## src/rtl/seg_pkg.sv

```systemverilog
// Shared constants and types for the 7-segment readback path.
// Latency: n/a (definitions only).
// Backpressure: n/a.
package seg_pkg;

  // Active-low segment patterns, bit6=a down to bit0=g
  localparam logic [6:0] SEG_0     = 7'b0000001;
  localparam logic [6:0] SEG_1     = 7'b1001111;
  localparam logic [6:0] SEG_2     = 7'b0010010;
  localparam logic [6:0] SEG_3     = 7'b0000110;
  localparam logic [6:0] SEG_4     = 7'b1001100;
  localparam logic [6:0] SEG_5     = 7'b0100100;
  localparam logic [6:0] SEG_6     = 7'b0100000;
  localparam logic [6:0] SEG_7     = 7'b0001111;
  localparam logic [6:0] SEG_8     = 7'b0000000;
  localparam logic [6:0] SEG_9     = 7'b0000100;
  localparam logic [6:0] SEG_A     = 7'b0001000;
  localparam logic [6:0] SEG_B     = 7'b1100000;
  localparam logic [6:0] SEG_C     = 7'b0110001;
  localparam logic [6:0] SEG_BLANK = 7'b1111111;

  // Nibble reported for blank or unrecognised digits
  localparam logic [3:0] NIBBLE_FILL = 4'hF;

  typedef enum logic {
    EMPTY = 1'b0,
    FULL  = 1'b1
  } out_state_t;

endpackage

```

## src/rtl/seg_pattern_dec.sv

```systemverilog
// Inverse 7-segment decode: pattern -> {nibble, blank, err}.
// Latency: purely combinational.
// Backpressure: none.
module seg_pattern_dec
  import seg_pkg::*;
(
  input  logic [6:0] pattern,
  output logic [3:0] nibble,
  output logic       blank,
  output logic       err
);

  // Table lookup; anything not in the glyph set is flagged as an error
  always_comb begin
    nibble = NIBBLE_FILL;
    blank  = 1'b0;
    err    = 1'b0;
    case (pattern)
      SEG_0:     nibble = 4'h0;
      SEG_1:     nibble = 4'h1;
      SEG_2:     nibble = 4'h2;
      SEG_3:     nibble = 4'h3;
      SEG_4:     nibble = 4'h4;
      SEG_5:     nibble = 4'h5;
      SEG_6:     nibble = 4'h6;
      SEG_7:     nibble = 4'h7;
      SEG_8:     nibble = 4'h8;
      SEG_9:     nibble = 4'h9;
      SEG_A:     nibble = 4'hA;
      SEG_B:     nibble = 4'hB;
      SEG_C:     nibble = 4'hC;
      SEG_BLANK: blank  = 1'b1;
      default:   err    = 1'b1;
    endcase
  end

endmodule

```

## src/rtl/seg_scan_reader.sv

```systemverilog
// Recovers hex digits from a multiplexed active-low 7-segment bus, one frame at a time.
// Latency: last digit stable at edge N -> accepted at N+1 -> out_valid at N+2.
// Backpressure: one-frame output holding register; a frame completing while held and not drained is dropped with an overrun pulse.
module seg_scan_reader
  import seg_pkg::*;
#(
  parameter int NUM_DIGITS    = 4,
  parameter int STABLE_CYCLES = 4
) (
  input  logic                    clk,
  input  logic                    rst,
  input  logic [6:0]              seg_in,
  input  logic [NUM_DIGITS-1:0]   an_in,
  output logic                    out_valid,
  input  logic                    out_ready,
  output logic [4*NUM_DIGITS-1:0] digits_out,
  output logic [NUM_DIGITS-1:0]   blank_out,
  output logic [NUM_DIGITS-1:0]   err_out,
  output logic                    overrun
);

  localparam int SW = NUM_DIGITS + 7;
  localparam int CW = $clog2(STABLE_CYCLES + 1);
  localparam logic [CW-1:0] CNT_MAX = CW'(STABLE_CYCLES);

  logic [SW-1:0]           samp_now, samp_q;
  logic [CW-1:0]           cnt_q, cnt_nxt;
  logic                    an_ok;
  logic                    acc_nxt, acc_pend_q;
  logic [SW-1:0]           acc_samp_q;
  logic [NUM_DIGITS-1:0]   acc_an;
  logic [3:0]              dec_nib;
  logic                    dec_blank, dec_err;
  logic [NUM_DIGITS-1:0]   mask_q;
  logic [4*NUM_DIGITS-1:0] slot_dig_q;
  logic [NUM_DIGITS-1:0]   slot_blank_q, slot_err_q;
  logic                    frame_done;
  out_state_t              state_q, state_nxt;
  logic                    load, drop;

  assign samp_now   = {an_in, seg_in};
  assign an_ok      = $onehot(~an_in);
  assign acc_an     = acc_samp_q[SW-1:7];
  assign frame_done = (mask_q == '1);
  assign out_valid  = (state_q == FULL);

  // Stability count of the incoming sample; restarts at 1 on a new legal sample
  always_comb begin
    cnt_nxt = '0;
    if (an_ok) begin
      if (samp_now == samp_q)
        cnt_nxt = (cnt_q == CNT_MAX) ? CNT_MAX : cnt_q + CW'(1);
      else
        cnt_nxt = CW'(1);
    end
  end

  // Accept only on the transition into the threshold, never while saturated
  assign acc_nxt = (cnt_nxt == CNT_MAX) && (cnt_q != CNT_MAX);

  seg_pattern_dec u_dec (
    .pattern (acc_samp_q[6:0]),
    .nibble  (dec_nib),
    .blank   (dec_blank),
    .err     (dec_err)
  );

  // Sample register, counter and the one-cycle accept pipeline stage
  always_ff @(posedge clk) begin
    if (rst) begin
      samp_q     <= '1;
      cnt_q      <= '0;
      acc_pend_q <= 1'b0;
      acc_samp_q <= '1;
    end else begin
      samp_q     <= samp_now;
      cnt_q      <= cnt_nxt;
      acc_pend_q <= acc_nxt;
      if (acc_nxt)
        acc_samp_q <= samp_now;
    end
  end

  // Digit slots and capture mask; a full mask is consumed (cleared) the next cycle
  always_ff @(posedge clk) begin
    if (rst) begin
      mask_q       <= '0;
      slot_dig_q   <= '1;
      slot_blank_q <= '0;
      slot_err_q   <= '0;
    end else begin
      mask_q <= (frame_done ? '0 : mask_q) | (acc_pend_q ? ~acc_an : '0);
      for (int i = 0; i < NUM_DIGITS; i++) begin
        if (acc_pend_q && !acc_an[i]) begin
          slot_dig_q[4*i +: 4] <= dec_nib;
          slot_blank_q[i]      <= dec_blank;
          slot_err_q[i]        <= dec_err;
        end
      end
    end
  end

  // Output FSM state register
  always_ff @(posedge clk) begin
    if (rst) state_q <= EMPTY;
    else     state_q <= state_nxt;
  end

  // Output FSM: load a completed frame when empty or draining, drop it otherwise
  always_comb begin
    state_nxt = state_q;
    load      = 1'b0;
    drop      = 1'b0;
    case (state_q)
      EMPTY: begin
        if (frame_done) begin
          load      = 1'b1;
          state_nxt = FULL;
        end
      end
      FULL: begin
        if (out_ready) begin
          if (frame_done) load = 1'b1;
          else            state_nxt = EMPTY;
        end else if (frame_done) begin
          drop = 1'b1;
        end
      end
      default: state_nxt = EMPTY;
    endcase
  end

  // Output holding registers and overrun pulse
  always_ff @(posedge clk) begin
    if (rst) begin
      digits_out <= '1;
      blank_out  <= '0;
      err_out    <= '0;
      overrun    <= 1'b0;
    end else begin
      overrun <= drop;
      if (load) begin
        digits_out <= slot_dig_q;
        blank_out  <= slot_blank_q;
        err_out    <= slot_err_q;
      end
    end
  end

endmodule

```

## config.mk

```make
export PLATFORM = sky130hd
export DESIGN_NAME = seg_scan_reader
export DESIGN_NICKNAME = d
export VERILOG_FILES = /design/src/rtl/seg_pkg.sv /design/src/rtl/seg_pattern_dec.sv /design/src/rtl/seg_scan_reader.sv
export SDC_FILE = /design/constraint.sdc
export NUM_CORES = 1
export LEC_CHECK = 0
export ABC_AREA = 1
export BUFFER_PORTS_ARGS = -buffer_cell sky130_fd_sc_hd__clkbuf_2
export CORE_ASPECT_RATIO = 0.8
export CORE_MARGIN = 8
export CORE_UTILIZATION = 57
export DETAILED_ROUTE_END_ITERATION = 10
export PLACE_DENSITY = 0.78
export RECOVER_POWER = 25
export SLEW_MARGIN = 25
export SYNTH_ARGS = -nofsm -noshare
export SYNTH_HDL_FRONTEND = slang
export SYNTH_SLANG_ARGS = --single-unit
```

## constraint.sdc

```tcl
create_clock -name clk -period 2.65 [get_ports clk]
set_input_delay 0.265 -clock clk [delete_from_list [all_inputs] [get_ports clk]]
set_output_delay 0.265 -clock clk [all_outputs]
set_load 0.005 [all_outputs]
```

; ---- Word-level counts from Yosys, hierarchy flattened
; Cells that the tools add are included.
[classes]
n_addsub = 4
eq_ne = 19
muxes = 13
bitwise = 4
n_reduce_logical = 12
[ops]
columns = cell, n
row1 = case mux 4 bit (13 select lines), 1
row2 = equality test 7 bit (second input constant), 4
row3 = equality test 7 x 6 -> 1 bit (second input constant), 3
row4 = equality test 7 x 3 -> 1 bit (second input constant), 2
row5 = equality test 7 x 4 -> 1 bit (second input constant), 2
row6 = OR reduction 14 bit, 1
row7 = equality test 11 bit, 1
row8 = 2-to-1 mux 3 bit, 3
row9 = 2-to-1 mux 4 bit, 2
row10 = inverter 4 bit, 2
row11 = equality test 7 x 1 -> 1 bit (second input constant), 1
row12 = equality test 7 x 5 -> 1 bit (second input constant), 1
row13 = zero test 7 bit, 1
row14 = equality test 3 bit (second input constant), 2
row15 = logical AND 1 bit, 5
row16 = 2-to-1 mux 1 bit, 5
row17 = adder 1 x 1 -> 2 bit, 2
row18 = equality test 4 bit (second input constant), 1
row19 = zero test 1 bit, 4
row20 = bitwise OR 4 bit, 1
row21 = case mux 1 bit (2 select lines), 2
row22 = adder 2 x 2 -> 3 bit, 1
row23 = adder 3 x 1 -> 3 bit (second input constant), 1
row24 = equality test 3 x 1 -> 1 bit (second input constant), 1
row25 = other kinds (3), 3
[word_totals]
register_bits = 80
inputBits = 14
out_inout_bits = 26
word_cells = 74

; ---- Longest topological paths before layout
[depth]
ltp_word = 7
mapped_depth = 12
mapped_depth_nobuf = 12

; ---- Modules after synthesis
; Synthesis repeated with hierarchy kept, for this count alone.
[unflattened]
hier_cells = 487
area_unflattened_um2 = 3527.1
[modules_own_cells]
columns = module, instances, cells_per_inst, area_per_inst_um2, seq_area_each_um2
row1 = seg_scan_reader, 1, 405, 3168.0, 1601.5
row2 = seg_pattern_dec, 1, 82, 359.1, 0.0

; ---- Worst setup path before layout
; No wires, ideal clock.
[synth_path]
path_type = input to register
start = input an_in[0]
end = register acc_samp_q[6]
arrival_time_ns = 2.198
required_ns = 2.520
path_slack_ns = 0.322
stages = 11
path_buffers = 1
path_cell_list = fa_1 inv_1 ha_1 ha_1 nor3_1 nand4_1 nor2_2 nand3_2 buf_4 nand2_1 nand3_1
[synth_between]
elab_chain_cells = 7
elab_cells_between_ends = 9
classes_between = add/sub (2) / eq/ne (3) / mux (2) / bitwise (1) / reduce/logical (1)
[synth_rtl]
columns = element, line_no
row1 = "start, declared", seg_scan_reader.sv:13  ; input logic [NUM_DIGITS-1:0] an_in,
row2 = inverter 4 bit, seg_scan_reader.sv:42  ; assign an_ok = $onehot(~an_in);
row3 = adder 1 x 1 -> 2 bit (not written as such), seg_scan_reader.sv:42
row4 = adder 2 x 2 -> 3 bit (not written as such), seg_scan_reader.sv:42
row5 = equality test 3 x 1 -> 1 bit, seg_scan_reader.sv:42
row6 = 2-to-1 mux 3 bit *, seg_scan_reader.sv:50  ; if (an_ok) begin
row7 = equality test 3 bit *, seg_scan_reader.sv:59  ; assign acc_nxt = (cnt_nxt == CNT_MAX) && (cnt_q != CNT_MAX);
row8 = logical AND 1 bit *, seg_scan_reader.sv:59
row9 = "end signal, assigned", seg_scan_reader.sv:80  ; acc_samp_q <= samp_now;
row10 = "end, declared", seg_scan_reader.sv:30  ; logic [SW-1:0] acc_samp_q;
; Every way passes the cells marked *; elsewhere a longest branch is shown, timed or not.
; A chain may end at the register's enable or synchronous reset.

; ---- Worst setup path after layout
[layout_path]
start = input an_in[0]
end = register acc_samp_q[2]
; The elaborated chain is that of the path after synthesis.

==> impl_summary.txt <==
----------------------------------------------------
[STA]
  Setup violation total in the final timing report ... 0
  Final setup skew ... 0.00554 ns
  Maximum operating frequency ... 419 MHz
  Worst Max-Slew Pin Slew ... 2.11 ns
  Final period util ... 90.0%
  Minimum period implied by the final worst setup slack ... about 2.4 ns
  Final Hold Violating Endpoints ... 0
  Slew Limit Fails ... 52
  Setup repair after global routing missed its margin ... false
  Relative slew slack ... -40.5%

[Yosys]
  Yosys Warn Count ... 0
  Leading register cell type out of synthesis ... sky130_fd_sc_hd__dfxtp_1
  Cell count after synthesis ... 459
  Library cells used by synthesis ... 31
  Sequential share of the synthesized area ... 47.8%
  Total standard cell area after synthesis ... between 3000 and 4000 µm²
  Post-synthesis sequential element count ... 80
  Mean instance size in the synthesized netlist ... roughly 7.3 µm²
  Main area contributors after synthesis ... sky130_fd_sc_hd__dfxtp_1 (48%), sky130_fd_sc_hd__nand2_1 (16%), sky130_fd_sc_hd__nand3_1 (5.5%)
  FFs w/ async S/R, synth ... 0%
  EDFF count, synth ... 0
  Commonest cells in the netlist ... sky130_fd_sc_hd__nand2_1 (141), sky130_fd_sc_hd__dfxtp_1 (80), sky130_fd_sc_hd__nor2_1 (44), sky130_fd_sc_hd__nand3_1 (37), sky130_fd_sc_hd__inv_1 (33)
  Net count after synthesis ... between 400 and 500
  Synth top area share ... 47.8%
  Most repeated cell in the gate-level netlist after synthesis ... sky130_fd_sc_hd__nand2_1
  Post-synth top area cell ... sky130_fd_sc_hd__dfxtp_1

[Floorplanning]
  Area enclosed by the die boundary ... 8600 µm²
  Die width ... 102 µm
  Top-level port count ... 40
  Placeable Area ... 5790 µm²
  Number of cell rows ... 25
  Chip height ... 84.6 µm
  Starting utilization of the core area ... 57.9%

[Critical path]
  Start-to-end type of the worst setup path ... in2reg
  R2r setup slk ... 0.74 ns
  Worst endpoint data arrival time ... between 2 and 3 ns
  R2R Path End ... digits_out[0]
  Launching element type of the critical path ... primary input
  Critical path peak fanout ... 11
  Req. time, crit path ... 2.79 ns
  Start of the worst register-to-register path ... mask_q[1]
  Worst r2r path cells ... 6
  Worst setup EP type ... flip-flop

[Placed design]
  Detailed placer's ending HPWL ... around 5500 µm
  Placed insts ... 572
  Final Wtd Congestion ... between 0.8 and 0.9
  Port bufs ... 39

[Global routing]
  Number of global-route vias before repair ... 2,951
  Global router's overall resource usage ... around a fifth
  Residual overflow from global routing ... 0
  First-pass GRT wire length ... 13,200 µm
  Antenna violations before repair ... 0
  Pin count of the biggest net entering global routing ... 52

[Flow run]
  Count of max-cap constraint violations ... 1

[Min path]
  Hold Crit Class ... in2reg
  Startpoint of the worst hold path ... seg_in[2]
  Number of cells traversed by the worst hold path ... 2
  End of the worst hold path ... samp_q[2]

[Routing]
  Final routed wirelength across all metal layers ... 7730 µm
  Number of DRC markers after the initial detailed-route iteration ... 194
  # DRC ... 0
  Routed Antenna Nets ... 0
  Routed wire per std cell ... 13.2 µm
  Total via count in the routed design ... 3,080
  Detailed-router iteration count before antenna repair ... 5
  Average vias per placed instance ... 5.25

[Layout]
  Layout Area Growth over Synthesis ... 14.0%
  Count of fill cells added during filler insertion ... between 500 and 600
  Layout cells sized above 1 ... 16.6%
  Antenna Cells ... 0
  Register Area ... 1600 µm²
  Non-filler cells in the finished layout ... 587
  Final net count ... between 500 and 600
  Combined area of the multi-input logic cells ... 1530 µm²

[CTS]
  Worst-Skew Late Latency ... 0.35 ns
  Clock H-tree levels ... 3
  Clock tree from TritonCTS ... done
  CTS Hold Bufs ... 0
  Root cell of the clock tree ... sky130_fd_sc_hd__clkbuf_8
  Post CTS Setup Buffer Count ... 0
  Clock sink total ... 80
  Post-CTS clock slew at the launch and capture registers of the worst setup and hold paths ... roughly 0.070 ns
  Max clock buf depth ... 2
  Number of clock buffers inserted by TritonCTS ... 9
  Number of resized instances in the post-cts repair step ... 0

[Run status]
  Outcome ... finished with violations
  Violated checks ... max-capacitance violations, max-slew violations

[Pwr]
  Cell area power density ... 575 nW/µm²
  Peak supply drop ... 423 µV
  Total power after layout ... 2.20 mW
  Leakage ... 1.81 nW

----------------------------------------------------
-- placed cells by master, fill, tap and decap left out, types with 7 or more instances in the layout --
cell                       netlist  layout
sky130_fd_sc_hd__a21oi_1        29      29
sky130_fd_sc_hd__buf_4           1       7
sky130_fd_sc_hd__clkbuf_1       10       7
sky130_fd_sc_hd__clkbuf_2        0      35
sky130_fd_sc_hd__clkbuf_8        0      10
sky130_fd_sc_hd__dfxtp_1        80      80
sky130_fd_sc_hd__inv_1          33      33
sky130_fd_sc_hd__nand2_1       141     141
sky130_fd_sc_hd__nand3_1        37      37
sky130_fd_sc_hd__nand4_1        14      14
sky130_fd_sc_hd__nor2_1         44      44
sky130_fd_sc_hd__o21ai_0        16      16
-- worst max-delay path by stage --
stage                         from  cells past startpoint              to  slack [ns]
final                     an_in[0]                     11   acc_samp_q[2]        0.27
after global routing      an_in[0]                     11   acc_samp_q[8]         0.1
after CTS                 an_in[0]                     11   acc_samp_q[2]        0.37
after detailed placement  an_in[0]                     11   acc_samp_q[3]      -0.009
after global placement    an_in[0]                     11  acc_samp_q[10]        0.14
after floorplan           an_in[0]                     11   acc_samp_q[6]        0.32
-- routing by layer --
metal	vias up	GRT usage, %	part of all wire [%]
met3	13	6.61	8.4
met5	-	0	0
met1	1402	24.1	46
li1	1555	-	-
met2	110	28.9	44
met4	0	7.69	1.3
-- critical path: stages --
cell and delay, ns:
sky130_fd_sc_hd__clkbuf_2 0.12, sky130_fd_sc_hd__fa_1 0.55, sky130_fd_sc_hd__inv_1 0.05, sky130_fd_sc_hd__ha_1 0.17, sky130_fd_sc_hd__ha_1 0.27, sky130_fd_sc_hd__nor3_1 0.36
sky130_fd_sc_hd__nand4_1 0.16, sky130_fd_sc_hd__nor2_2 0.15, sky130_fd_sc_hd__nand3_2 0.22, sky130_fd_sc_hd__nand2_1 0.13, sky130_fd_sc_hd__nand3_1 0.08
-- state kept, by name, summed over array words and instances, names as in the netlist, 3 cells and up --
name,count
digits_out,16
slot_dig_q,16
acc_samp_q,11
samp_q,11
blank_out,4
err_out,4
mask_q,4
slot_blank_q,4
slot_err_q,4
cnt_q,3
-- layout make-up --
cell class                 count  area share [%]
sequential                    80            42.0
multi-input combinational    324            40.1
timing repair buffer          48            6.56
inverter                      39            3.83
clock buffer                  11            3.70
tap                           81            2.65
clock inverter                 4            1.18
-- cells by family after synthesis --
logic type	after synthesis	share of synthesized area [%]
AO/OA/AOI/OAI	48	7.36
buffers and inverters	55	6.43
adder cells (fa/ha/maj)	5	2.09
XOR/XNOR	5	1.31
AND/OR/NAND/NOR	266	35.0
flip-flops	80	47.8
-- report_power, final --
group          leakage [nW]  switching, mW  total, mW  internal (mW)
Sequential            0.649        0.00651       1.22           1.21
Clock                0.0989          0.415      0.867          0.451
Combinational          1.06         0.0734      0.112         0.0385
Total                  1.81          0.495       2.20           1.70
-- stage by stage --
step	worst slack, ns	hold slack (ns)	area [µm²]	setup TNS, ns	util, %
5_1_grt	0.0985	0.158	3820	0	66.0
2_1_floorplan	0.322	0.353	3350	0	-
4_1_cts	0.367	0.153	3830	0	66.2
6_report	0.266	0.168	3820	0	66.0
3_3_place_gp	0.141	0.439	3640	0	63.0
3_5_place_dp	-0.00916	0.446	3640	-0.0114	63.0
No activity file was read; power rests on OpenSTA's default activity.
